### config.mk
export PLATFORM = sky130hd
export DESIGN_NAME = inst_boot_loader
export DESIGN_NICKNAME = d
export VERILOG_FILES = /design/src/rtl/inst_boot_loader_pkg.sv /design/src/rtl/inst_boot_loader_word_assembler.sv /design/src/rtl/inst_boot_loader.sv
export SDC_FILE = /design/constraint.sdc
export NUM_CORES = 1
export LEC_CHECK = 0
export CORE_MARGIN = 2
export CORE_UTILIZATION = 40
export CTS_CLUSTER_SIZE = 10
export DETAILED_ROUTE_END_ITERATION = 10
export HOLD_SLACK_MARGIN = 0.05
export PLACE_DENSITY = 0.58
export SYNTH_ARGS = -nofsm -noshare
export SYNTH_HDL_FRONTEND = slang
export SYNTH_SLANG_ARGS = --single-unit
### constraint.sdc
create_clock -name clk -period 2.8 [get_ports clk]
set_input_delay 0.56 -clock clk [delete_from_list [all_inputs] [get_ports clk]]
set_output_delay 0.56 -clock clk [all_outputs]
set_load 0.05 [all_outputs]
### src/rtl/inst_boot_loader_pkg.sv
// Shared types and widths for the instruction boot loader and its bench.
`timescale 1ns/1ps
package inst_boot_loader_pkg;

  localparam int CSUM_W = 8;   // running XOR checksum width
  localparam int CNT_W  = 16;  // header word-count width

  typedef enum logic [2:0] {
    S_HDR0 = 3'd0,
    S_HDR1 = 3'd1,
    S_DATA = 3'd2,
    S_CSUM = 3'd3,
    S_DONE = 3'd4,
    S_ERR  = 3'd5
  } state_t;

endpackage

### src/rtl/inst_boot_loader_word_assembler.sv
// Collects little-endian bytes into a 32-bit word; flags the byte that completes it.
`timescale 1ns/1ps
module word_assembler (
  input  logic        clk,
  input  logic        resetn,
  input  logic        clear,
  input  logic        byte_vld,
  input  logic [7:0]  byte_in,
  output logic [31:0] word_out,
  output logic        word_vld
);

  logic [1:0]  idx;
  logic [23:0] sh;

  // The 4th byte is combined on the fly so the top can register the write next cycle.
  assign word_vld = byte_vld && (idx == 2'd3);
  assign word_out = {byte_in, sh};

  // Shift right so the first byte ends up in bits [7:0]; clear drops a partial word.
  always_ff @(posedge clk or negedge resetn) begin
    if (!resetn) begin
      idx <= 2'd0;
      sh  <= 24'd0;
    end else if (clear) begin
      idx <= 2'd0;
      sh  <= 24'd0;
    end else if (byte_vld) begin
      idx <= idx + 2'd1;
      sh  <= {byte_in, sh[23:8]};
    end
  end

endmodule

### src/rtl/inst_boot_loader.sv
// Byte-stream boot loader: header count, instruction words, XOR checksum, then CPU release.
`timescale 1ns/1ps
module inst_boot_loader
  import inst_boot_loader_pkg::*;
#(
  parameter logic [63:0] BASE_ADDR = 64'd1,
  parameter int          MAX_WORDS = 1024
) (
  input  logic        clk,
  input  logic        resetn,
  input  logic        rx_valid,
  input  logic [7:0]  rx_data,
  output logic        rx_ready,
  output logic        inst_sram_wen,
  output logic [63:0] inst_sram_waddr,
  output logic [31:0] inst_sram_wdata,
  output logic        inst_sram_en_toif,
  output logic        cpu_reset,
  output logic        load_done,
  output logic        load_err
);

  localparam logic [CNT_W:0] MAX_CNT = (CNT_W+1)'(MAX_WORDS);

  state_t              state, state_nxt;
  logic                xfer;
  logic [7:0]          cnt_lo;
  logic [CNT_W-1:0]    hdr_cnt;
  logic [CNT_W-1:0]    word_tot;
  logic [CNT_W-1:0]    word_cnt;
  logic [CSUM_W-1:0]   csum;
  logic [31:0]         asm_word;
  logic                asm_vld;

  // Ready is gated by reset so nothing is offered while the loader is held.
  assign rx_ready = resetn && (state == S_HDR0 || state == S_HDR1 ||
                               state == S_DATA || state == S_CSUM);
  assign xfer     = rx_valid && rx_ready;
  assign hdr_cnt  = {rx_data, cnt_lo};

  word_assembler u_asm (
    .clk      (clk),
    .resetn   (resetn),
    .clear    (state != S_DATA),
    .byte_vld (xfer && state == S_DATA),
    .byte_in  (rx_data),
    .word_out (asm_word),
    .word_vld (asm_vld)
  );

  // State register.
  always_ff @(posedge clk or negedge resetn) begin
    if (!resetn) state <= S_HDR0;
    else         state <= state_nxt;
  end

  // Next-state and release/status outputs; only DONE lets go of the core.
  always_comb begin
    state_nxt         = state;
    cpu_reset         = 1'b1;
    inst_sram_en_toif = 1'b0;
    load_done         = 1'b0;
    load_err          = 1'b0;
    case (state)
      S_HDR0: if (xfer) state_nxt = S_HDR1;
      S_HDR1: if (xfer) begin
        if (hdr_cnt == '0)                   state_nxt = S_CSUM;
        else if ({1'b0, hdr_cnt} > MAX_CNT)  state_nxt = S_ERR;
        else                                 state_nxt = S_DATA;
      end
      S_DATA: if (asm_vld && (word_cnt + 16'd1 == word_tot)) state_nxt = S_CSUM;
      S_CSUM: if (xfer) state_nxt = (rx_data == csum) ? S_DONE : S_ERR;
      S_DONE: begin
        cpu_reset         = 1'b0;
        inst_sram_en_toif = 1'b1;
        load_done         = 1'b1;
      end
      S_ERR:   load_err  = 1'b1;
      default: state_nxt = S_HDR0;
    endcase
  end

  // Header capture, checksum, word counting and the registered SRAM write port.
  always_ff @(posedge clk or negedge resetn) begin
    if (!resetn) begin
      cnt_lo          <= '0;
      word_tot        <= '0;
      word_cnt        <= '0;
      csum            <= '0;
      inst_sram_wen   <= 1'b0;
      inst_sram_wdata <= '0;
      inst_sram_waddr <= BASE_ADDR;
    end else begin
      if (xfer && (state == S_HDR0 || state == S_HDR1 || state == S_DATA))
        csum <= csum ^ rx_data;
      if (xfer && state == S_HDR0) cnt_lo <= rx_data;
      if (xfer && state == S_HDR1) begin
        word_tot <= hdr_cnt;
        word_cnt <= '0;
      end
      inst_sram_wen <= asm_vld;
      if (asm_vld) begin
        inst_sram_wdata <= asm_word;
        word_cnt        <= word_cnt + 16'd1;
      end
      // Address advances once the current write has been presented.
      if (inst_sram_wen) inst_sram_waddr <= inst_sram_waddr + 64'd1;
    end
  end

endmodule

* After elaboration in Yosys (flattened, before gate mapping)
Cells that the tools add are included.
** Word-level totals
- Logic and storage cells :: 63
- Input port bits :: 11
- Register bits after elaboration :: 174
- Output and inout bits :: 102
** Cells by class
- Multiplexer cells :: 17
- Bitwise operators :: 2
- Reductions and logical operators :: 17
- Equality and inequality tests :: 13
- $lt $le $gt $ge :: 1
- $add $sub $neg :: 3
** Operators with widths (number)
- 64-bit by 1-bit adder with 64-bit output, second input constant :: 1
- 24-bit two-way mux :: 2
- 16-bit two-way mux :: 2
- 3-bit two-way mux :: 6
- 16-bit by 1-bit adder with 16-bit output, second input constant :: 1
- 16-bit equality test :: 1
- 16-bit by 11-bit greater-than comparator with 1-bit output, second input constant :: 1
- 16-bit zero test :: 1
- 3-bit case mux with 5 select lines :: 1
- 8-bit equality test :: 1
- 1-bit logical AND :: 8
- 8-bit bitwise XOR :: 1
- 3-bit by 2-bit equality test with 1-bit output, second input constant :: 2
- 3-bit equality test, second input constant :: 2
- 2-bit inequality test, second input constant :: 3
- 5-bit AND reduction :: 1
- 1-bit two-way mux :: 4
- 2-bit two-way mux :: 2
- 2-bit nonzero test :: 2
- 3-bit by 1-bit equality test with 1-bit output, second input constant :: 1
- 3-bit zero test :: 1
- 1-bit logical OR :: 3
- 3-bit by 2-bit inequality test with 1-bit output, second input constant :: 1
- 2-bit by 1-bit adder with 2-bit output, second input constant :: 1
- other kinds (4) :: 4

* Logic depth before layout (Yosys ltp)
- Depth in word-level cells :: 11
- Mapped depth :: 9
- Depth with buffers taken out :: 8

* Cells and area by module
A second synthesis with hierarchy kept.
** Unflattened totals
- Cells, all modules :: 715
- Area, all modules :: 8127.8 um^2
** Modules (own cells, without submodules)
- inst_boot_loader :: area each 6974.2 um^2, times used 1, seq. area each 3704.8 um^2, cells an instance 621
- word_assembler :: area each 1153.6 um^2, times used 1, seq. area each 650.6 um^2, cells an instance 94

* Worst setup path after synthesis
Ideal clock, no wire load.
- Path kind :: reg2reg
- Start :: reg inst_sram_waddr[17]
- End :: reg inst_sram_waddr[52]
- Stages on the path, launching flop included :: 8
- Data required time :: 2.718 ns
- Slack :: 0.189 ns
- Library setup time :: 0.082 ns
- Period minus slack after synthesis :: 2.611 ns
- Data arrival time :: 2.529 ns
- Buffers on the path :: 1
- Cells stage by stage :: dfrtp_1 and4_4 nand4_4 or3_4 or4_4 buf_6 nor3_2 xor2_1
** Between the ends
- Cells in the longest elaborated chain, start to end :: 1
** Ends and longest elaborated chain
- from (decl) :: line inst_boot_loader.sv:15 : output logic [63:0] inst_sram_waddr,
- from (signal assigned) :: line inst_boot_loader.sv:107 : if (inst_sram_wen) inst_sram_waddr <= inst_sram_waddr + 64'd1;
- 64-bit by 1-bit adder with 64-bit output :: line inst_boot_loader.sv:107
No other way between the ends.
A chain may end at the register's enable or synchronous reset.

* Worst setup path after layout
- Start :: reg state[1]
- End :: out cpu_reset
** Between the ends
- Cells in the longest elaborated chain, start to end :: 2
** Ends and longest elaborated chain
- from (decl) :: line inst_boot_loader.sv:25 : state_t state, state_nxt;
- from (signal assigned) :: line inst_boot_loader.sv:54 : else state <= state_nxt;
- 3-bit equality test :: line inst_boot_loader.sv:64 : case (state)
- 1-bit two-way mux :: line inst_boot_loader.sv:64
- to (decl) :: line inst_boot_loader.sv:18 : output logic cpu_reset,
No other way between the ends.

==> reports/metrics.csv <==
metric;value;unit
cp_slowest_stage_delay;0.71;ns
setup.worst_path.start_class;register;
grt_pass1_vias;5748;
setup_viol;0;
status;finished clean;
avgSynthCellArea;10.16;um^2
synth-seq-cells;174;
synthesis.nets;792;
place_area;9388;um^2
slew_headroom;38.76;%
synth_cell_types;49;
cp_top_family;buffers and inverters;
wl_per_cell;15.45;um
netlist_instances;778;
seq_area_frac_synth;55.08;%
netlist_area;7908;um^2
finalHoldViolations;0;
top_usage_layer;met2;
drive_above_1_share;10.45;%
critPathLaunch;state[1];
die_y;144.6;um
slew_violations;0;
synth.top_cells.by_count;198 x nand2_1, 173 x dfrtp_1, 85 x xnor2_1;
cts_inserted_buffers;17;
grt_usage;18.33;%
post-dp-hpwl;12400;um
ys.flop_type;dfrtp_1;
final_area;10020;um^2
crit_path_end;cpu_reset;
synth.mux.area_fraction;3.560;%
worstPathArrival;2.06;ns
port_buffers;112;
synth_simple_gate_area_share;21.84;%
rr_endpoint;inst_sram_waddr[52];
yosys_warnings;0;
grtUsageMet1;26.13;%
drcViolationCount;0;
synth_top_area_share;54.75;%
slowest_stage;clkdlybuf4s50_1;
holdWs;0.4683;ns
crit_path_max_fanout;6;
path_depth;4;
cp.required;2.24;ns
n_antenna_cell;0;
finalWeightedCongestion;0.7566;
worst_setup_path_end_kind;output port;
synth_fa_ha_area_share;0.4747;%
peakVddDrop;0.0004166;V
synth_edf_count;0;
area_growth;26.76;%
dpl.cell_count;1141;
antenna_found_initial;0;
min_from;u_asm.sh[4];
postRouteAntennaNets;0;
firstDrtPassIters;4;
cts_max_level;4;
total_power;5227;uW
min-delay-path-class;reg2reg;
cts_tree;done;
grt_max_degree;119;
stdcell_count;1174;
worstRegToRegCells;6;
worstMarginPinSlew;0.9186;ns
rows;51;
drtIter0Drc;293;
grt_util_met2;28.51;%
grt_pass1_wl;30090;um
synth_compound_area_share;5.253;%
synth_top_family_by_area;simple AND/OR/NAND/NOR gates;
p_leak;0.004449;uW
nets;910;
die_x;144.6;um
num_io_pins;113;
crit_type;reg2out;
core;19460;um^2
power_density;521.5;nW/um^2
clkTransAtPathRegs;0.07;ns
regToRegStartpoint;inst_sram_waddr[16];
critPathBufInv;2;
crit_chain;inv_1 -> nand2_1 -> or2_2 -> clkdlybuf4s50_1;
root_buffer;clkbuf_16;
async_flop_share;100.0;%
fin_crit_sh;93.44;%
clock-skew-final;0.01420;ns
start_util;40.63;%
drv_cap;0;
fmax;382.2;MHz
cts_resized;0;
cts.sinks;174;
grt.overflow.total;0;
vias_per_cell;4.993;
tns;0;ns
totalWireLength;18140;um
synthXorXnorAreaFrac;11.85;%
r2r_slack;0.45;ns
cts_buffer_depth;2;
netlist.top_cell.by_area;dfrtp_1;
min_period;2.616;ns
vias;5862;
clk_latency;0.43;ns
fp.dieArea;20910;um^2
yosysMostFrequentCell;nand2_1;
rsz0062_at_grt;false;
synthTopCellsByArea;dfrtp_1 55%, xnor2_1 9.4%, nand2_1 9.4%;
met3_usage;3.841;%
-- layout make-up --
cell class              count  area (um^2)
clock buffers              19        442.9
repair buffers            132         1292
clock inverters            13        182.7
multi-input cells         566         3400
well taps                 265        331.6
flip-flops and latches    174         4355
fillers                  1826         9439
inverters                   5        18.77
-- flip-flops by register name (all words and copies together), names as in the netlist, 3 cells and up --
register and count:
cnt_lo 8, word_tot 16, csum 8, state 3
inst_sram_waddr 64, u_asm.sh 24, inst_sram_wdata 32, word_cnt 16
-- through the flow --
step                      setup slack, ns  utilization (%)
after CTS                          0.1686            51.50
after detailed placement           0.2737            48.24
after global routing              0.07644            51.50
after floorplan                    0.1893                -
after global placement             0.3057            48.24
final                              0.1837            51.50
-- timing repair --
item / in CTS / in global routing
hold buffers: 1 / 0
endpoints found under the setup margin: 0 / 0
endpoints found under the hold margin: 12 / 0
buffers inserted: 0 / 0
-- how the worst min path moves through the flow --
stage,to,slack (ns),cells after the start
global route,inst_sram_wdata[1],0.49,2
CTS,inst_sram_wdata[4],0.47,2
detailed placement,cnt_lo[3],0.40,1
finish,inst_sram_wdata[4],0.47,2
global placement,cnt_lo[3],0.40,1
floorplan,cnt_lo[0],0.26,0
-- cell usage in the layout, fill, tap and decap left out, drive strengths merged, types with 22 or more instances in the layout --
| cell | n |
|---|---|
| nand2 | 198 |
| buf | 23 |
| dfrtp | 173 |
| a21oi | 35 |
| nand3 | 36 |
| nand4 | 29 |
| clkdlybuf4s50 | 108 |
| mux2 | 25 |
| o21ai | 23 |
| xor2 | 22 |
| xnor2 | 85 |
-- cell families (layout without fill, tap and decap cells) --
family	Yosys count	in the layout
compound gates	74	74
xor+xnor	107	107
fa+ha+maj	3	3
buf+inv	38	169
flops	174	174
mux	25	25
simple gates	357	357
-- metal layers --
metal  wire [um]  vias up
met5           0        -
met4         231        0
met3         755       19
met2        8354      123
met1        8797     2851
li1            -     2869
-- power by group --
part | internal [uW] | switching [uW] | total, uW
combinational | 58.0 | 110 | 168
sequential | 2530 | 21.9 | 2550
clock | 1450 | 1050 | 2500
-- worst reg2reg max path, delay by kind of cell (launching register included) --
kind,cells,cell delay (ns)
and+or+nand+nor,5,1.67
DFF,1,0.44
xor gates and xnor gates,1,0.16
(Power assumes the default switching activity.)
